--- config.mk ---
export PLATFORM = sky130hd
export DESIGN_NAME = note_scheduler
export DESIGN_NICKNAME = d
export VERILOG_FILES = /design/src/rtl/note_pkg.sv /design/src/rtl/note_slot.sv /design/src/rtl/note_scheduler.sv
export SDC_FILE = /design/constraint.sdc
export NUM_CORES = 1
export LEC_CHECK = 0
export ABC_AREA = 1
export CAP_MARGIN = 20
export CORE_MARGIN = 4
export CORE_UTILIZATION = 61
export CTS_CLUSTER_SIZE = 14
export DETAILED_ROUTE_END_ITERATION = 10
export GPL_TIMING_DRIVEN = 0
export PLACE_DENSITY = 0.89
export SLEW_MARGIN = 5
export SYNTH_ARGS = -nofsm -noshare
export SYNTH_HDL_FRONTEND = slang
export SYNTH_HIERARCHICAL = 1
export SYNTH_SLANG_ARGS = --single-unit
--- constraint.sdc ---
create_clock -name CLOCK_24 -period 12.9 [get_ports CLOCK_24]
set_input_delay 3.87 -clock CLOCK_24 [delete_from_list [all_inputs] [get_ports CLOCK_24]]
set_output_delay 3.87 -clock CLOCK_24 [all_outputs]
set_load 0.005 [all_outputs]
--- src/rtl/note_pkg.sv ---
// Shared definitions for the note scheduler: FSM states, lane count,
// chart-word layout and small arithmetic helpers.
package note_pkg;

  localparam int unsigned LANES   = 4;
  localparam int unsigned CHART_W = 12;

  // Chart word layout: {lane_mask, delay}
  localparam int unsigned MASK_MSB  = 11;
  localparam int unsigned MASK_LSB  = 8;
  localparam int unsigned DELAY_MSB = 7;
  localparam int unsigned DELAY_LSB = 0;

  // An all-zero word (no lanes, no delay) terminates the chart
  localparam logic [CHART_W-1:0] END_MARKER = '0;

  typedef enum logic [2:0] {
    StIdle,
    StFetch,
    StLoad,
    StWait,
    StSpawn,
    StDrain,
    StDone
  } state_e;

  function automatic logic [2:0] popcount_lanes(input logic [LANES-1:0] v);
    logic [2:0] n;
    n = '0;
    for (int i = 0; i < LANES; i++) begin
      n = n + {2'b00, v[i]};
    end
    return n;
  endfunction

  // 16-bit add that sticks at all-ones instead of wrapping
  function automatic logic [15:0] sat_add16(input logic [15:0] a, input logic [7:0] b);
    logic [16:0] s;
    s = {1'b0, a} + {9'b0, b};
    return s[16] ? 16'hFFFF : s[15:0];
  endfunction

endpackage

--- src/rtl/note_slot.sv ---
// One falling-note slot: holds valid/lanes/y, moves on tick, clears hit
// lanes and retires itself at the screen bottom or when fully hit.
module note_slot
  import note_pkg::*;
#(
  parameter int unsigned Y_W     = 9,
  parameter int unsigned Y_SPAWN = 0,
  parameter int unsigned Y_END   = 480
) (
  input  logic             CLOCK_24,
  input  logic             reset,
  input  logic             tick,
  input  logic             spawn,
  input  logic [LANES-1:0] spawn_lanes,
  input  logic [LANES-1:0] clear_mask,
  output logic             valid,
  output logic [LANES-1:0] lanes,
  output logic [Y_W-1:0]   y,
  output logic [LANES-1:0] miss_lanes
);

  logic             valid_q, valid_d;
  logic [LANES-1:0] lanes_q, lanes_d;
  logic [Y_W-1:0]   y_q, y_d;
  logic [Y_W:0]     y_inc;
  logic [LANES-1:0] lanes_left;
  logic             at_end;

  // Next state: spawn, then hit clearing (applied before retirement), then movement
  always_comb begin
    y_inc      = {1'b0, y_q} + (Y_W + 1)'(1);
    lanes_left = lanes_q & ~clear_mask;
    at_end     = tick && (y_inc == (Y_W + 1)'(Y_END));
    valid_d    = valid_q;
    lanes_d    = lanes_q;
    y_d        = y_q;
    miss_lanes = '0;
    if (spawn) begin
      valid_d = 1'b1;
      lanes_d = spawn_lanes;
      y_d     = Y_W'(Y_SPAWN);
    end else if (valid_q) begin
      if (at_end) begin
        // Only lanes surviving this cycle's hits count as missed
        valid_d    = 1'b0;
        lanes_d    = '0;
        y_d        = '0;
        miss_lanes = lanes_left;
      end else if (lanes_left == '0) begin
        valid_d = 1'b0;
        lanes_d = '0;
        y_d     = '0;
      end else begin
        lanes_d = lanes_left;
        if (tick) begin
          y_d = y_inc[Y_W-1:0];
        end
      end
    end
  end

  // Slot state register
  always_ff @(posedge CLOCK_24) begin
    if (reset) begin
      valid_q <= 1'b0;
      lanes_q <= '0;
      y_q     <= '0;
    end else begin
      valid_q <= valid_d;
      lanes_q <= lanes_d;
      y_q     <= y_d;
    end
  end

  assign valid = valid_q;
  assign lanes = lanes_q;
  assign y     = y_q;

endmodule

--- src/rtl/note_scheduler.sv ---
// Chart sequencer for the rhythm game: fetches notes from the chart ROM,
// allocates them to slots, moves slots on a prescaled tick and judges presses.
module note_scheduler
  import note_pkg::*;
#(
  parameter int unsigned N_SLOTS  = 8,
  parameter int unsigned TICK_DIV = 800000,
  parameter int unsigned Y_W      = 9,
  parameter int unsigned Y_SPAWN  = 0,
  parameter int unsigned Y_HIT    = 440,
  parameter int unsigned HIT_WIN  = 8,
  parameter int unsigned Y_END    = 480,
  parameter int unsigned ADDR_W   = 6
) (
  input  logic                     CLOCK_24,
  input  logic                     reset,
  input  logic                     start,
  output logic [ADDR_W-1:0]        chart_addr,
  input  logic [CHART_W-1:0]       chart_data,
  input  logic [LANES-1:0]         buttons,
  output logic [N_SLOTS-1:0]       slot_valid,
  output logic [LANES*N_SLOTS-1:0] slot_lanes,
  output logic [Y_W*N_SLOTS-1:0]   slot_y,
  output logic [15:0]              hit_count,
  output logic [15:0]              miss_count,
  output logic                     hit_pulse,
  output logic                     miss_pulse,
  output logic                     busy
);

  localparam int unsigned CNT_W  = (TICK_DIV > 1) ? $clog2(TICK_DIV) : 1;
  localparam int unsigned WIN_LO = (Y_HIT > HIT_WIN) ? (Y_HIT - HIT_WIN) : 0;
  localparam int unsigned WIN_HI = Y_HIT + HIT_WIN;

  state_e                         state_q, state_d;
  logic [ADDR_W-1:0]              addr_q, addr_d;
  logic [LANES-1:0]               mask_q, mask_d;
  logic [7:0]                     delay_q, delay_d;
  logic [CNT_W-1:0]               cnt_q;
  logic                           tick;
  logic [LANES-1:0]               buttons_q;
  logic [15:0]                    hit_q, miss_q;
  logic                           hit_pulse_q, miss_pulse_q;
  logic                           clear_cnt;
  logic                           spawn_any;
  logic                           free_any;
  logic [N_SLOTS-1:0]             free_onehot;
  logic [N_SLOTS-1:0]             spawn_vec;
  logic [N_SLOTS-1:0]             in_win;
  logic [LANES-1:0]               press;
  logic [LANES-1:0]               hit_lanes;
  logic [N_SLOTS-1:0][LANES-1:0]  clear_mask;
  logic [N_SLOTS-1:0][LANES-1:0]  lanes_arr;
  logic [N_SLOTS-1:0][LANES-1:0]  miss_arr;
  logic [N_SLOTS-1:0][Y_W-1:0]    y_arr;
  logic [2:0]                     n_hit;
  logic [7:0]                     n_miss;

  assign busy = (state_q != StIdle) && (state_q != StDone);
  assign tick = busy && (cnt_q == CNT_W'(TICK_DIV - 1));

  // Movement prescaler, held at zero whenever playback is not running
  always_ff @(posedge CLOCK_24) begin
    if (reset || !busy || tick) begin
      cnt_q <= '0;
    end else begin
      cnt_q <= cnt_q + CNT_W'(1);
    end
  end

  // Lowest-index free slot, from the slot state at the start of the cycle
  always_comb begin
    free_any    = 1'b0;
    free_onehot = '0;
    for (int i = 0; i < N_SLOTS; i++) begin
      if (!slot_valid[i] && !free_any) begin
        free_any       = 1'b1;
        free_onehot[i] = 1'b1;
      end
    end
  end

  assign spawn_vec = spawn_any ? free_onehot : '0;

  // Playback FSM next-state
  always_comb begin
    state_d   = state_q;
    addr_d    = addr_q;
    mask_d    = mask_q;
    delay_d   = delay_q;
    spawn_any = 1'b0;
    clear_cnt = 1'b0;
    unique case (state_q)
      StIdle, StDone: begin
        if (start) begin
          state_d   = StFetch;
          addr_d    = '0;
          clear_cnt = 1'b1;
        end
      end
      StFetch: state_d = StLoad;
      StLoad: begin
        mask_d  = chart_data[MASK_MSB:MASK_LSB];
        delay_d = chart_data[DELAY_MSB:DELAY_LSB];
        state_d = (chart_data == END_MARKER) ? StDrain : StWait;
      end
      StWait: begin
        if (delay_q == 8'd0) begin
          state_d = StSpawn;
        end else if (tick) begin
          delay_d = delay_q - 8'd1;
        end
      end
      StSpawn: begin
        // Rest entries advance without taking a slot; notes stall until one is free
        if (mask_q == '0) begin
          addr_d  = addr_q + ADDR_W'(1);
          state_d = StFetch;
        end else if (free_any) begin
          spawn_any = 1'b1;
          addr_d    = addr_q + ADDR_W'(1);
          state_d   = StFetch;
        end
      end
      StDrain: begin
        if (slot_valid == '0) begin
          state_d = StDone;
        end
      end
      default: state_d = StIdle;
    endcase
  end

  // FSM and chart-entry registers
  always_ff @(posedge CLOCK_24) begin
    if (reset) begin
      state_q <= StIdle;
      addr_q  <= '0;
      mask_q  <= '0;
      delay_q <= '0;
    end else begin
      state_q <= state_d;
      addr_q  <= addr_d;
      mask_q  <= mask_d;
      delay_q <= delay_d;
    end
  end

  assign chart_addr = addr_q;

  // Judge: each rising lane goes to the lowest-index in-window slot holding it
  always_comb begin
    press      = buttons & ~buttons_q;
    clear_mask = '0;
    hit_lanes  = '0;
    for (int k = 0; k < LANES; k++) begin
      for (int i = 0; i < N_SLOTS; i++) begin
        if (press[k] && !hit_lanes[k] && slot_valid[i] && lanes_arr[i][k] && in_win[i]) begin
          clear_mask[i][k] = 1'b1;
          hit_lanes[k]     = 1'b1;
        end
      end
    end
  end

  // Total lanes missed by slots retiring this cycle
  always_comb begin
    n_hit  = popcount_lanes(hit_lanes);
    n_miss = '0;
    for (int i = 0; i < N_SLOTS; i++) begin
      n_miss = n_miss + 8'(popcount_lanes(miss_arr[i]));
    end
  end

  // Score counters, pulses and the button history for edge detection
  always_ff @(posedge CLOCK_24) begin
    if (reset) begin
      hit_q        <= '0;
      miss_q       <= '0;
      hit_pulse_q  <= 1'b0;
      miss_pulse_q <= 1'b0;
      buttons_q    <= '0;
    end else begin
      if (clear_cnt) begin
        hit_q  <= '0;
        miss_q <= '0;
      end else begin
        hit_q  <= sat_add16(hit_q, 8'(n_hit));
        miss_q <= sat_add16(miss_q, n_miss);
      end
      hit_pulse_q  <= (n_hit != '0);
      miss_pulse_q <= (n_miss != '0);
      buttons_q    <= buttons;
    end
  end

  assign hit_count  = hit_q;
  assign miss_count = miss_q;
  assign hit_pulse  = hit_pulse_q;
  assign miss_pulse = miss_pulse_q;

  for (genvar i = 0; i < N_SLOTS; i++) begin : g_slot
    note_slot #(
      .Y_W     (Y_W),
      .Y_SPAWN (Y_SPAWN),
      .Y_END   (Y_END)
    ) u_slot (
      .CLOCK_24    (CLOCK_24),
      .reset       (reset),
      .tick        (tick),
      .spawn       (spawn_vec[i]),
      .spawn_lanes (mask_q),
      .clear_mask  (clear_mask[i]),
      .valid       (slot_valid[i]),
      .lanes       (lanes_arr[i]),
      .y           (y_arr[i]),
      .miss_lanes  (miss_arr[i])
    );

    assign in_win[i] = ({1'b0, y_arr[i]} >= (Y_W + 1)'(WIN_LO)) &&
                       ({1'b0, y_arr[i]} <= (Y_W + 1)'(WIN_HI));
  end

  assign slot_lanes = lanes_arr;
  assign slot_y     = y_arr;

endmodule

=== Yosys cells after proc, flatten, opt, wreduce, memory -nomap -nowiden ===
Cells that the tools add are included.
W data, S select, Z words.

* Add/sub/neg operators: 47
* Magnitude comparators: 16
* Equality and inequality tests: 22
* Muxes and demuxes: 209
* Bitwise operators: 18
* Reductions and logical operators: 248

{| class="wikitable"
|+ Operators with widths
! kind !! count
|-
| $mux W4 || 56
|-
| $mux W9 || 24
|-
| $logic_and A1 B1 Y1 || 149
|-
| $mux W1 || 112
|-
| $add A9 B1 Y10 const B || 8
|-
| $eq A10 B9 Y1 const B || 8
|-
| $ge A9 B9 Y1 const B || 8
|-
| $le A9 B9 Y1 const B || 8
|-
| $logic_not A1 Y1 || 42
|-
| $and A4 B4 Y4 || 9
|-
| $logic_not A4 Y1 || 9
|-
| $not A4 Y4 || 9
|-
| $mux W16 || 2
|-
| $reduce_bool A3 Y1 || 10
|-
| $add A2 B1 Y3 || 9
|-
| $add A3 B1 Y3 || 9
|-
| $mux W8 || 3
|-
| $add A20 B1 Y20 const B || 1
|-
| $eq A20 B20 Y1 const B || 1
|-
| $reduce_bool A2 Y1 || 10
|-
| $reduce_or A2 Y1 || 10
|-
| $add A1 B1 Y2 || 9
|-
| $mux W3 || 6
|-
| $mux W6 || 3
|-
| other kinds (27) || 45
|}

* Bits in registers: 191
* Input port bits: 19
* Output and inout port bits: 153
* Logic and storage cells: 594

=== Logic depth before layout (Yosys ltp) ===
* Depth in word-level cells: 59
* Depth in mapped cells: 43
* Depth with buffers taken out: 42

=== Modules after synthesis ===
Netlist, hierarchy kept.

{| class="wikitable"
|+ By module, submodules not included
! module !! times used !! cells an instance !! area an instance (um^2) !! seq. area each (um^2)
|-
| note_slot || 8 || 145 || 967.2 || 280.3
|-
| note_scheduler || 1 || 945 || 6,363.6 || 1,581.5
|}

=== Least setup slack after synthesis ===
OpenSTA, ideal clock, no wires.

* Path type: input-to-reg
* Start point: in buttons[1]
* End point: reg miss_q[10], in the netlist miss_count[10]
* Setup time: 0.064 ns
* Data arrival time: 9.973 ns
* Required time: 12.836 ns
* Setup slack: 2.862 ns
* Cell stages on the path: 36
* Buffers on the path: 0
* Cell sequence: nand2_1 -> nor2_1 -> nand3_1 -> nand3_1 -> nor3_1 -> nand2_1 -> nor2_1 -> inv_1 -> nand2_1 -> nor3_2 -> inv_1 -> fa_1 -> fa_1 -> inv_1 -> fa_1 -> inv_1 -> fa_1 -> fa_1 -> fa_1 -> inv_1 -> ha_1 -> fa_1 -> a21oi_1 -> o21ai_0 -> xor2_1 -> ha_1 -> inv_1 -> nor3_1 -> nand2_1 -> nand2_2 -> nand2_2 -> nor2_4 -> inv_4 -> o21ai_2 -> a21oi_1 -> nor2_1

{| class="wikitable"
|+ RTL lines
! what !! line !! source
|-
| from (decl) || note_scheduler.sv:20 || <nowiki>input logic [LANES-1:0] buttons,</nowiki>
|-
| to (signal assigned) || note_scheduler.sv:189 || <nowiki>miss_q <= sat_add16(miss_q, n_miss);</nowiki>
|-
| to (decl) || note_scheduler.sv:42 || <nowiki>logic [15:0] hit_q, miss_q;</nowiki>
|}

==> impl_metrics.env <==
export IMPL_drv_cap=0
export IMPL_grt_ovfl_total=0
export IMPL_crit_top_cell="fa_1"
export IMPL_syn_area_um2=14100
export IMPL_max_slew_margin_pct=39.7
export IMPL_drv_slew=0
export IMPL_clk_pin_slew_ps=70
export IMPL_post_cts_repair_setup_buffers=0
export IMPL_cp_slowest_stage_delay_ps=520
export IMPL_gp_congestion=0.947
export IMPL_ys_seq_elements=191
export IMPL_cts_hold_buffers=0
export IMPL_layout_min_cycle_time_ps=11310
export IMPL_fillers=1758
export IMPL_setup_viol=0
export IMPL_hold_class="reg2reg"
export IMPL_port_buffers=171
export IMPL_die_y_um=160
export IMPL_die_x_um=160
export IMPL_synth_area_leader_cell="dfxtp_1"
export IMPL_final_cells=2594
export IMPL_grt_start_max_net_pins=32
export IMPL_status="complete, no violations"
export IMPL_wl_um=39500
export IMPL_hpwl_um=29300
export IMPL_numClockSinks=191
export IMPL_vdd_drop_max_mv=0.0894
export IMPL_synth_fp_nets=2189
export IMPL_cts_resized=0
export IMPL_leakagePower_nw=6.48
export IMPL_synthArstFlopShare_pct=0
export IMPL_arrival_ps=11640
export IMPL_synth_edf_count=0
export IMPL_clk_path_buf_depth=2
export IMPL_endpoint_kind="flop"
export IMPL_path_max_fanout=7
export IMPL_syn_area_per_cell_um2=6.70
export IMPL_core_um2=22700
export IMPL_critPathLaunchType="primary input"
export IMPL_finalCritPeriodShare_pct=87.7
export IMPL_finalSetupTns_ps=0
export IMPL_n_antenna_cell=0
export IMPL_pin_count=172
export IMPL_placementRows=55
export IMPL_dp_cells=2562
export IMPL_grt_pass1_vias=13900
export IMPL_final_core_util_pct=73.9
export IMPL_cts_root_buf="clkbuf_16"
export IMPL_num_nets_final=2381
export IMPL_grt_pass1_wl_um=65500
export IMPL_drive_gt1_share_pct=13.8
export IMPL_grt_usage_pct=30.1
export IMPL_start_util_pct=62.1
export IMPL_worst_slew_pin_slew_ps=904
export IMPL_area_growth_pct=19.0
export IMPL_cp_slowest_cell="fa_1"
export IMPL_remaining_drc_errors=0
export IMPL_ant_nets=0
export IMPL_viasPerCell=5.68
export IMPL_synth_area_leaders="dfxtp_1 (27%), nand2_1 (13%), inv_1 (7.2%)"
export IMPL_crit_type="in2reg"
export IMPL_fin_skew_ps=15.1
export IMPL_yosysTopAreaCellShare_pct=27.1
export IMPL_crit_required_ps=13230
export IMPL_dieArea_um2=25600
export IMPL_ys_seq_area_share_pct=27.1
export IMPL_synthCells=2105
export IMPL_cts_tree="built"
export IMPL_ys_types=49
export IMPL_vias=14700
export IMPL_drt_initial_drc_count=1379
export IMPL_hold_viol=0
export IMPL_insertion_delay_ps=450
export IMPL_h_tree_depth=4
export IMPL_cts_buffers=17
export IMPL_synth_ff_type="dfxtp_1"
export IMPL_rsz0062_at_grt="no"
export IMPL_antenna_found_initial=0
export IMPL_max_freq_mhz=88.4
export IMPL_routedWlPerCell_um=15.2
export IMPL_first_pass_iters=6
export IMPL_yosys_warnings=6
export IMPL_power_density_nw_per_um2=77.9
==> logic make-up after synthesis <==
group,Yosys count,synth area share (%)
and+or+nand+nor,1258,44.0
DFF,191,27.1
buffers and inverters,345,10.8
adders and majority gates,65,7.21
xor gates and xnor gates,40,2.48
AOI/OAI and AO/OA,206,8.38
==> layout make-up <==
| class | count | area (um2) | share of cell area, % |
|---|---|---|---|
| multi-input cells | 1569 | 8760 | 52.2 |
| flip-flops and latches | 191 | 3820 | 22.8 |
| repair buffers | 173 | 1740 | 10.4 |
| inverters | 303 | 1150 | 6.84 |
| clock buffers | 20 | 457 | 2.72 |
| plain buffers | 42 | 373 | 2.22 |
| well taps | 285 | 357 | 2.12 |
| clock inverters | 11 | 133 | 0.790 |
==> worst max-delay path: cells and delay by family <==
kind | cells | cell delay, ps
simple gates | 15 | 2160
compound gates | 4 | 610
xor+xnor | 1 | 190
fa+ha+maj | 9 | 3890
buf+inv | 7 | 890
==> report_power, final <==
| group | switching [mW] | total, mW | internal, mW |
|---|---|---|---|
| clock | 0.242 | 0.539 | 0.297 |
| combinational | 0.0930 | 0.138 | 0.0454 |
| sequential | 0.0268 | 0.629 | 0.602 |
| total | 0.362 | 1.31 | 0.945 |
==> worst paths after layout <==
check,start,to,slack [ps],depth (start not counted)
setup reg to reg,cnt_q[0],miss_count[11],4150,41
hold / removal,cnt_q[0],cnt_q[0],460,1
hold reg to reg,cnt_q[0],cnt_q[0],460,1
setup / recovery,buttons[1],miss_count[11],1590,36
==> placed cells by master, fill, tap and decap left out, drive strengths merged <==
| cell | synthesis | final |
|---|---|---|
| a211oi | 1 | 1 |
| a21boi | 1 | 1 |
| a21oi | 125 | 125 |
| a31oi | 33 | 33 |
| and3 | 1 | 1 |
| buf | 25 | 27 |
| bufinv | 0 | 2 |
| clkbuf | 17 | 38 |
| clkdlybuf4s50 | 0 | 170 |
| clkinv | 1 | 7 |
| clkinvlp | 0 | 1 |
| dfxtp | 191 | 191 |
| fa | 27 | 27 |
| ha | 38 | 38 |
| inv | 302 | 304 |
| nand2 | 580 | 580 |
| nand3 | 176 | 176 |
| nand3b | 9 | 9 |
| nand4 | 86 | 86 |
| nor2 | 305 | 305 |
| nor3 | 80 | 80 |
| nor3b | 3 | 3 |
| nor4 | 10 | 10 |
| o21ai | 45 | 45 |
| o31ai | 1 | 1 |
| or2 | 8 | 8 |
| xnor2 | 18 | 18 |
| xor2 | 22 | 22 |
==> cells in the mapped netlist, drive strengths merged (10+ instances only) <==
| cell type | number |
|---|---|
| nor4 | 10 |
| nand2 | 580 |
| ha | 38 |
| nor3 | 80 |
| clkbuf | 17 |
| nand4 | 86 |
| dfxtp | 191 |
| nor2 | 305 |
| o21ai | 45 |
| a31oi | 33 |
| fa | 27 |
| xor2 | 22 |
| a21oi | 125 |
| nand3 | 176 |
| inv | 302 |
| xnor2 | 18 |
| buf | 25 |
==> layer usage <==
| metal | up-vias | global-route usage [%] | routed length [um] |
|---|---|---|---|
| met5 | - | 0 | 0 |
| met2 | 648 | 50.9 | 18800 |
| met4 | 0 | 13.5 | 1570 |
| met3 | 117 | 5.32 | 3080 |
| met1 | 6786 | 37.5 | 16000 |
| li1 | 7175 | - | - |
==> through the flow <==
stage	hold WS [ps]	worst slack, ps	cell area, um2	power [mW]
after global routing	497	1230	16800	1.35
after floorplan	429	2860	14100	0.725
after detailed placement	448	1330	16200	0.776
after CTS	462	1730	16800	1.31
after global placement	440	1510	16200	0.770
final	460	1590	16800	1.31
==> state kept, by name, summed over array words and instances, names as in the netlist, 3 cells and up <==
signal and flops:
g_slot.u_slot/y 72, g_slot.u_slot/lanes 32, miss_count 16, cnt_q 20, delay_q 8, g_slot.u_slot/valid 8
buttons_q 4, hit_count 16, mask_q 4, state_q 3, chart_addr 6
No activity file was read; power rests on OpenSTA's default activity.
